===== src/rtl/uart_pkg.sv =====
`default_nettype none
//============================================================================
// uart_pkg : shared types and helpers for the uart_tx_fifo transmitter
// Rev 1.0
//============================================================================
package uart_pkg;

   typedef enum logic [2:0] {
      IDLE  = 3'd0,
      LOAD  = 3'd1,
      START = 3'd2,
      DATA  = 3'd3,
      STOP  = 3'd4,
      NEXT  = 3'd5
   } state_t;

   localparam logic [63:0] c_ID_WORD_DEFAULT = 64'h00000000534c4131;

   // Clocks per bit, truncated toward zero.
   function automatic int calc_div(input int freq, input int baud);
      return freq / baud;
   endfunction

endpackage
`default_nettype wire


===== src/rtl/uart_tx_fifo_if.sv =====
`default_nettype none
//============================================================================
// uart_tx_fifo_if : word-write bus between the readout core and the transmitter
// Rev 1.0
//============================================================================
interface uart_tx_fifo_if #(
   parameter int BYTES = 4,
   parameter int DEPTH = 16
) ();

   logic                     write;
   logic [8*BYTES-1:0]       wrdata;
   logic [BYTES-1:0]         disabled_groups;
   logic                     full;
   logic                     overflow;
   logic [$clog2(DEPTH):0]   level;

   modport master (
      output write,
      output wrdata,
      output disabled_groups,
      input  full,
      input  overflow,
      input  level
   );

   modport slave (
      input  write,
      input  wrdata,
      input  disabled_groups,
      output full,
      output overflow,
      output level
   );

endinterface
`default_nettype wire


===== src/rtl/uart_fifo_sync.sv =====
`default_nettype none
//============================================================================
// uart_fifo_sync : single-clock first-word-fall-through FIFO with occupancy
// Rev 1.0
//============================================================================
module uart_fifo_sync #(
   parameter int WIDTH = 36,
   parameter int DEPTH = 16
) (
   input  wire logic                   clock,
   input  wire logic                   reset,
   input  wire logic                   push,
   input  wire logic [WIDTH-1:0]       din,
   input  wire logic                   pop,
   output logic      [WIDTH-1:0]       dout,
   output logic      [$clog2(DEPTH):0] level,
   output logic                        full,
   output logic                        empty
);

   localparam int c_PTR_W = $clog2(DEPTH);
   localparam logic [c_PTR_W:0]   c_LVL_ONE = (c_PTR_W+1)'(1);
   localparam logic [c_PTR_W:0]   c_LVL_MAX = (c_PTR_W+1)'(DEPTH);
   localparam logic [c_PTR_W-1:0] c_PTR_ONE = c_PTR_W'(1);

   logic [WIDTH-1:0]   r_mem [DEPTH];
   logic [c_PTR_W-1:0] r_wr_ptr;
   logic [c_PTR_W-1:0] r_rd_ptr;
   logic [c_PTR_W:0]   r_level;
   logic               w_push;
   logic               w_pop;

   // full/empty come from the pre-edge level, so a push while full is dropped
   // even when a pop happens in the same cycle.
   assign w_push = push && !full;
   assign w_pop  = pop && !empty;

   always_ff @(posedge clock) begin
      if (w_push) begin
         r_mem[r_wr_ptr] <= din;
      end
   end

   always_ff @(posedge clock or posedge reset) begin
      if (reset) begin
         r_wr_ptr <= '0;
         r_rd_ptr <= '0;
         r_level  <= '0;
      end else begin
         if (w_push) begin
            r_wr_ptr <= r_wr_ptr + c_PTR_ONE;
         end
         if (w_pop) begin
            r_rd_ptr <= r_rd_ptr + c_PTR_ONE;
         end
         case ({w_push, w_pop})
            2'b10:   r_level <= r_level + c_LVL_ONE;
            2'b01:   r_level <= r_level - c_LVL_ONE;
            default: r_level <= r_level;
         endcase
      end
   end

   assign dout  = r_mem[r_rd_ptr];
   assign level = r_level;
   assign full  = (r_level == c_LVL_MAX);
   assign empty = (r_level == '0);

endmodule
`default_nettype wire


===== src/rtl/uart_tx_fifo.sv =====
`default_nettype none
//============================================================================
// uart_tx_fifo : buffered multi-byte 8N1 transmitter with byte masking,
//                device-ID reply and xon/xoff flow control
// Rev 1.0
//============================================================================
module uart_tx_fifo
   import uart_pkg::*;
#(
   parameter int          FREQ     = 100000000,
   parameter int          BAUDRATE = 115200,
   parameter int          BYTES    = 4,
   parameter int          DEPTH    = 16,
   parameter logic [63:0] ID_WORD  = c_ID_WORD_DEFAULT
) (
   input  wire logic     clock,
   input  wire logic     reset,
   uart_tx_fifo_if.slave bus,
   input  wire logic     id,
   input  wire logic     xon,
   input  wire logic     xoff,
   output logic          busy,
   output logic          uart_tx
);

   localparam int c_DIV   = calc_div(FREQ, BAUDRATE);
   localparam int c_CNT_W = $clog2(c_DIV + 1);
   localparam int c_LVL_W = $clog2(DEPTH) + 1;
   localparam int c_WIDTH = 9 * BYTES;

   localparam logic [c_CNT_W-1:0] c_CNT_ONE  = c_CNT_W'(1);
   localparam logic [c_CNT_W-1:0] c_BIT_LAST = c_CNT_W'(c_DIV - 1);
   // The last clock of the stop bit is spent in NEXT, so STOP itself is one short.
   localparam logic [c_CNT_W-1:0] c_STOP_LAST = c_CNT_W'(c_DIV - 2);
   localparam logic [8*BYTES-1:0] c_ID        = ID_WORD[8*BYTES-1:0];

   state_t               r_state;
   logic [c_CNT_W-1:0]   r_cnt;
   logic [2:0]           r_bit;
   logic [7:0]           r_byte;
   logic [8*BYTES-1:0]   r_word;
   logic [BYTES-1:0]     r_pending;
   logic                 r_uart_tx;
   logic                 r_paused;
   logic                 r_id_pending;
   logic                 r_overflow;

   logic [c_WIDTH-1:0]   w_head;
   logic [c_LVL_W-1:0]   w_level;
   logic                 w_full;
   logic                 w_empty;
   logic                 w_pop;
   logic                 w_has_next;
   logic [BYTES-1:0]     w_sel_oh;
   logic [7:0]           w_next_byte;

   uart_fifo_sync #(
      .WIDTH (c_WIDTH),
      .DEPTH (DEPTH)
   ) u_fifo (
      .clock (clock),
      .reset (reset),
      .push  (bus.write),
      .din   ({bus.disabled_groups, bus.wrdata}),
      .pop   (w_pop),
      .dout  (w_head),
      .level (w_level),
      .full  (w_full),
      .empty (w_empty)
   );

   // A pending ID takes the word slot ahead of the FIFO head.
   assign w_pop = (r_state == IDLE) && !r_id_pending && !w_empty;

   // Lowest still-pending byte of the current word.
   always_comb begin
      w_sel_oh    = '0;
      w_next_byte = '0;
      for (int i = BYTES - 1; i >= 0; i--) begin
         if (r_pending[i]) begin
            w_sel_oh    = '0;
            w_sel_oh[i] = 1'b1;
            w_next_byte = r_word[8*i +: 8];
         end
      end
   end

   assign w_has_next = |r_pending;

   always_ff @(posedge clock or posedge reset) begin
      if (reset) begin
         r_paused     <= 1'b0;
         r_id_pending <= 1'b0;
         r_overflow   <= 1'b0;
      end else begin
         if (xon) begin
            r_paused <= 1'b0;
         end else if (xoff) begin
            r_paused <= 1'b1;
         end
         if (id) begin
            r_id_pending <= 1'b1;
         end else if (r_state == IDLE) begin
            r_id_pending <= 1'b0;
         end
         if (bus.write && w_full) begin
            r_overflow <= 1'b1;
         end
      end
   end

   always_ff @(posedge clock or posedge reset) begin
      if (reset) begin
         r_state   <= IDLE;
         r_cnt     <= '0;
         r_bit     <= '0;
         r_byte    <= '0;
         r_word    <= '0;
         r_pending <= '0;
         r_uart_tx <= 1'b1;
      end else begin
         case (r_state)
            IDLE: begin
               if (r_id_pending) begin
                  r_word    <= c_ID;
                  r_pending <= '1;
                  r_state   <= LOAD;
               end else if (!w_empty) begin
                  r_word    <= w_head[8*BYTES-1:0];
                  r_pending <= ~w_head[c_WIDTH-1 -: BYTES];
                  r_state   <= LOAD;
               end
            end
            // The byte is marked sent as it starts; NEXT then makes the same
            // decision as LOAD so frames within a word follow with no gap.
            LOAD, NEXT: begin
               if (!w_has_next) begin
                  r_state <= IDLE;
               end else if (!r_paused) begin
                  r_state   <= START;
                  r_cnt     <= '0;
                  r_uart_tx <= 1'b0;
                  r_byte    <= w_next_byte;
                  r_pending <= r_pending & ~w_sel_oh;
               end else begin
                  r_state <= LOAD;
               end
            end
            START: begin
               if (r_cnt == c_BIT_LAST) begin
                  r_state   <= DATA;
                  r_cnt     <= '0;
                  r_bit     <= '0;
                  r_uart_tx <= r_byte[0];
                  r_byte    <= {1'b0, r_byte[7:1]};
               end else begin
                  r_cnt <= r_cnt + c_CNT_ONE;
               end
            end
            DATA: begin
               if (r_cnt == c_BIT_LAST) begin
                  r_cnt <= '0;
                  if (r_bit == 3'd7) begin
                     r_state   <= STOP;
                     r_uart_tx <= 1'b1;
                  end else begin
                     r_bit     <= r_bit + 3'd1;
                     r_uart_tx <= r_byte[0];
                     r_byte    <= {1'b0, r_byte[7:1]};
                  end
               end else begin
                  r_cnt <= r_cnt + c_CNT_ONE;
               end
            end
            STOP: begin
               if (r_cnt == c_STOP_LAST) begin
                  r_state <= NEXT;
                  r_cnt   <= '0;
               end else begin
                  r_cnt <= r_cnt + c_CNT_ONE;
               end
            end
            default: begin
               r_state   <= IDLE;
               r_uart_tx <= 1'b1;
            end
         endcase
      end
   end

   assign bus.full     = w_full;
   assign bus.level    = w_level;
   assign bus.overflow = r_overflow;
   assign uart_tx      = r_uart_tx;
   assign busy         = !w_empty || r_id_pending || (r_state != IDLE);

endmodule
`default_nettype wire


===== src/flat_wrapper.sv =====
// flat-port wrapper written by rule: the top's interface ports become plain ports
module uart_tx_fifo_flat import uart_pkg::*;
#(
   parameter int          FREQ     = 100000000,
   parameter int          BAUDRATE = 115200,
   parameter int          BYTES    = 4,
   parameter int          DEPTH    = 16,
   parameter logic [63:0] ID_WORD  = c_ID_WORD_DEFAULT
)
  (clock, reset, id, xon, xoff, busy, uart_tx, bus_write, bus_wrdata, bus_disabled_groups, bus_full, bus_overflow, bus_level);
  uart_tx_fifo_if #(.BYTES(BYTES), .DEPTH(DEPTH)) bus_i ();
  input  wire logic clock;
  input  wire logic reset;
  input  wire logic id;
  input  wire logic xon;
  input  wire logic xoff;
  output logic busy;
  output logic uart_tx;
  input wire logic [$bits(bus_i.write)-1:0] bus_write;
  input wire logic [$bits(bus_i.wrdata)-1:0] bus_wrdata;
  input wire logic [$bits(bus_i.disabled_groups)-1:0] bus_disabled_groups;
  output wire logic [$bits(bus_i.full)-1:0] bus_full;
  output wire logic [$bits(bus_i.overflow)-1:0] bus_overflow;
  output wire logic [$bits(bus_i.level)-1:0] bus_level;
  assign bus_i.write = bus_write;
  assign bus_i.wrdata = bus_wrdata;
  assign bus_i.disabled_groups = bus_disabled_groups;
  assign bus_full = bus_i.full;
  assign bus_overflow = bus_i.overflow;
  assign bus_level = bus_i.level;
  uart_tx_fifo #(.FREQ(FREQ), .BAUDRATE(BAUDRATE), .BYTES(BYTES), .DEPTH(DEPTH), .ID_WORD(ID_WORD)) u_core (.clock(clock), .reset(reset), .bus(bus_i), .id(id), .xon(xon), .xoff(xoff), .busy(busy), .uart_tx(uart_tx));
endmodule

===== config.mk =====
export PLATFORM = sky130hd
export DESIGN_NAME = uart_tx_fifo_flat
export DESIGN_NICKNAME = d
export VERILOG_FILES = /design/src/rtl/uart_pkg.sv /design/src/rtl/uart_tx_fifo_if.sv /design/src/rtl/uart_fifo_sync.sv /design/src/rtl/uart_tx_fifo.sv /design/src/flat_wrapper.sv
export SDC_FILE = /design/constraint.sdc
export NUM_CORES = 1
export LEC_CHECK = 0
export ABC_AREA = 0
export BUFFER_PORTS_ARGS = -buffer_cell sky130_fd_sc_hd__buf_2
export CAP_MARGIN = 25
export CORE_UTILIZATION = 53
export DETAILED_ROUTE_END_ITERATION = 7
export PLACE_DENSITY = 0.72
export RECOVER_POWER = 100
export SLEW_MARGIN = 30
export SYNTH_ARGS = -nofsm -noshare
export SYNTH_HDL_FRONTEND = slang
export SYNTH_SLANG_ARGS = --single-unit

===== constraint.sdc =====
create_clock -name clock -period 3.9 [get_ports clock]
set_input_delay 0.585 -clock clock [delete_from_list [all_inputs] [get_ports clock]]
set_output_delay 0.585 -clock clock [all_outputs]
set_load 0.01 [all_outputs]

==> summary.txt <==
Timing
  – Setup TNS: 0 ns
  – Worst setup margin: 0.469 ns
  – Setup Skew: 0.0176 ns
  – Final slew viol count: 188
  – Part of the cycle the worst path needs: 0.880
  – Max-slew headroom: -0.367
  – Setup violators final: 0
  – Min cycle time layout: 3.43 ns
  – Final hold violations: 0
  – RSZ-0062 raised after global routing: no
  – Worst-margin pin slew: between 2 and 2.5 ns
  – Max Fclk: 0.291 GHz
  – Worst hold margin: approximately 0.13 ns

Synth
  – Adder-cell area share of the yosys netlist: 0.00581
  – Post-synth EDFFs: about 580
  – Main synth FF type: edfxtp_1
  – Compound-gate portion of the synthesized area: 0.0453
  – Mux contribution to synthesized area: 0.150
  – Synth Net Count: 1,368
  – Post-synthesis cell count: ~1.3k
  – Synth Area in Simple Gates: 0.0292
  – #FFs+latches synth: ~650
  – Post-synthesis xor/xnor area fraction: 0.00475
  – Asr flop ratio synth: 0.118
  – Area of the mapped netlist: 0.0258 mm^2
  – Mean Syn Cell Area: 19.7 um^2
  – Yosys warns: 0
  – Register area share after synthesis: 0.744
  – Main combinational cell family by area after synthesis: multiplexers
  – Distinct cells, synth: 61

Finish
  – Share of layout cells above drive strength 1: 0.205
  – Nets@finish: between 1k and 1.5k
  – Register area: 0.0192 mm^2
  – Final core occ: 0.602
  – Most common cell after layout, fill and taps aside: edfxtp_1
  – Antenna Cells: 0
  – Most frequent cells in the layout: edfxtp_1 (576), mux4_2 (132), dfrtp_1 (72)
  – Layout fillers: 3,352
  – Area taken by multi-input logic gates: 0.00613 mm^2
  – Area Overhead vs Synth: 11.9%

Clocking
  – CTS Buf Count: 67
  – H-tree Lvls: 3
  – Root Driver: clkbuf_16
  – Worst skew pair latency: approximately 0.61 ns
  – Post-cts gate resize count: 0
  – Total setup buffers inserted after CTS: 0
  – CTS max path bufs: 3
  – CTS sink cnt: 653
  – CTS tree: built
  – Hold_buf cts: 0
  – Clk slew on worst S/H paths: around 0.06 ns

Global route
  – GRT Total Usage: 0.227
  – GRT overflow: 0
  – Antenna violations before repair: 2
  – Vias in the first global route: 13.0k
  – Pin count of the biggest net entering global routing: 64
  – First-pass GRT wire length: 81.8 mm

Critical path
  – Worst setup SP type: register
  – Crit end category: register
  – Setup CP Type: reg -> reg
  – Worst EP required: 4.38 ns
  – CP max stage cell: clkbuf_2
  – Crit path largest cell delay: 1.05 ns
  – Worst-path cell chain: clkbuf_2 > mux4_2 > mux4_2 > a22o_1
  – WP data arrival: 3.91 ns
  – CP dominant cell by count: mux4_2
  – Worst Path Max Fanout: 34

Routing
  – Post-Route WL: 54.7 mm
  – Vias: 12.8k
  – DR vias/cell: 6.20
  – Routed WL per cell: ~26 um
  – Antenna Nets Post-Route: 0
  – DR pass1 iterations: 5
  – DR iter-0 viols: roughly 1.4k
  – Residual DRC count: 0

Power
  – Total power: a little over 20 mW
  – VDD IR-drop max: 0.450 mV
  – Static leakage: ~9.5 nW
  – Pwr per Cell Area: 700 mW/mm^2

Floorplan
  – DIE AREA: 0.0496 mm^2
  – I/O pin count: 51
  – Die H: around 220 um
  – Initial core utilization: 0.539
  – Core area: 0.0479 mm^2
  – Site Rows: 80
  – Die width: 223 um

Status
  – Failing checks: capacitance limit, slew limit
  – Status: finished with violations

Flow run
  – Reported max-cap violation count: 8

Hold path
  – Hold Path Class: in -> reg

Place
  – Port Buffer Count: 50
  – Final Wtd Congestion: 0.832
  – Dpl ws: 0.568 ns
  – Hpwl dp: 29.9 mm
-- cells in the mapped netlist (5+ instances only) --
master | count | area share
edfxtp_1 | 576 | 0.67
mux4_2 | 132 | 0.12
dfrtp_1 | 76 | 0.074
mux2i_1 | 51 | 0.020
nand2_1 | 46 | 0.0067
nor2_1 | 44 | 0.0064
a21oi_1 | 37 | 0.0072
o21ai_0 | 37 | 0.0072
clkbuf_1 | 34 | 0.0049
mux2_2 | 22 | 0.0096
buf_2 | 21 | 0.0041
a22o_1 | 20 | 0.0068
inv_1 | 19 | 0.0028
a22oi_1 | 17 | 0.0049
a221oi_1 | 13 | 0.0044
ha_1 | 12 | 0.0058
nor3_1 | 12 | 0.0023
o31ai_1 | 9 | 0.0026
xnor2_1 | 9 | 0.0031
a21boi_0 | 8 | 0.0023
a21o_1 | 7 | 0.0020
nand2b_1 | 7 | 0.0017
nor2b_1 | 7 | 0.0017
buf_6 | 6 | 0.0026
nor4_1 | 6 | 0.0015
o21ai_1 | 6 | 0.0012
and3_1 | 5 | 0.0012
buf_1 | 5 | 0.00073
buf_12 | 5 | 0.0039
mux4_1 | 5 | 0.0051
nand3_1 | 5 | 0.00097
o22ai_1 | 5 | 0.0012
xor2_1 | 5 | 0.0017
-- cells by family (layout without fill, tap and decap cells) --
family	Yosys count	count (layout)
flip-flops	653	653
multiplexers	212	212
AO/OA/AOI/OAI	176	176
AND/OR/NAND/NOR	153	153
buffers and inverters	94	235
XOR/XNOR	14	14
adder cells (fa/ha/maj)	12	12
-- sequential cells by signal (all words and copies together) (netlist names) --
name,flops
u_core.r_cnt,10
u_core.u_fifo.r_wr_ptr,4
u_core.u_fifo.r_rd_ptr,4
u_core.r_word,32
u_core.r_state,3
u_core.u_fifo.r_mem,576
u_core.r_id_pending,1
u_core.r_byte,8
u_core.uart_tx,1
u_core.r_pending,4
u_core.r_paused,1
u_core.u_fifo.level,5
u_core.bus.overflow,1
u_core.r_bit,3
-- final cells by class --
class / count / area share
Multi-Input combinational cell: 567 / 0.212
Tap cell: 615 / 0.0266
Clock buffer: 89 / 0.0645
Clock inverter: 35 / 0.0101
Sequential cell: 653 / 0.666
Inverter: 20 / 0.00264
Timing Repair Buffer: 91 / 0.0178
-- layer usage --
| layer | GRT usage | up-vias | wire (um) |
|---|---|---|---|
| met3 | 0.0472 | 102 | 3570 |
| met1 | 0.317 | 6741 | 23000 |
| met4 | 0.0683 | 4 | 1300 |
| met2 | 0.364 | 438 | 26800 |
| li1 | - | 5542 | - |
| met5 | 0 | - | 22 |
-- critical path: cells and delay by family (launching register included) --
| family | cells | cell delay [ns] |
|---|---|---|
| flip-flops | 1 | 0.86 |
| multiplexers | 2 | 1.17 |
| buffers and inverters | 1 | 1.05 |
| AO/OA/AOI/OAI | 1 | 0.22 |
-- through the flow --
| stage | std cells | cell area, um^2 |
|---|---|---|
| floorplan | 1314 | 25800 |
| global placement | 1946 | 27000 |
| detailed placement | 1946 | 27000 |
| CTS | 2070 | 29200 |
| global route | 2070 | 28900 |
| finish | 2070 | 28900 |
-- path summary, 6_finish.rpt --
check | from | depth (start not counted) | slack, ns | to
worst max-delay path | u_core.u_fifo.r_rd_ptr[0]$_DFFE_PP0P_ | 4 | 0.47 | u_core.r_word[17]$_DFFE_PP0P_
worst min-delay path | xon | 2 | 0.13 | u_core.r_paused$_DFFE_PP0P_
worst max register to register | u_core.u_fifo.r_rd_ptr[0]$_DFFE_PP0P_ | 4 | 0.47 | u_core.r_word[17]$_DFFE_PP0P_
worst min register to register | u_core.bus.overflow$_DFFE_PP0P_ | 1 | 0.46 | u_core.bus.overflow$_DFFE_PP0P_
max in group asynchronous | reset | 3 | 1.04 | u_core.r_word[31]$_DFFE_PP0P_
min in group asynchronous | reset | 2 | 0.52 | u_core.r_bit[2]$_DFFE_PP0P_
-- power breakdown --
part	switching [mW]	leakage, nW	internal [mW]
sequential	0.567	6.14	8.48
clock	2.62	1.06	3.65
combinational	2.69	2.31	2.21
Power figures use the tool's default switching activity.
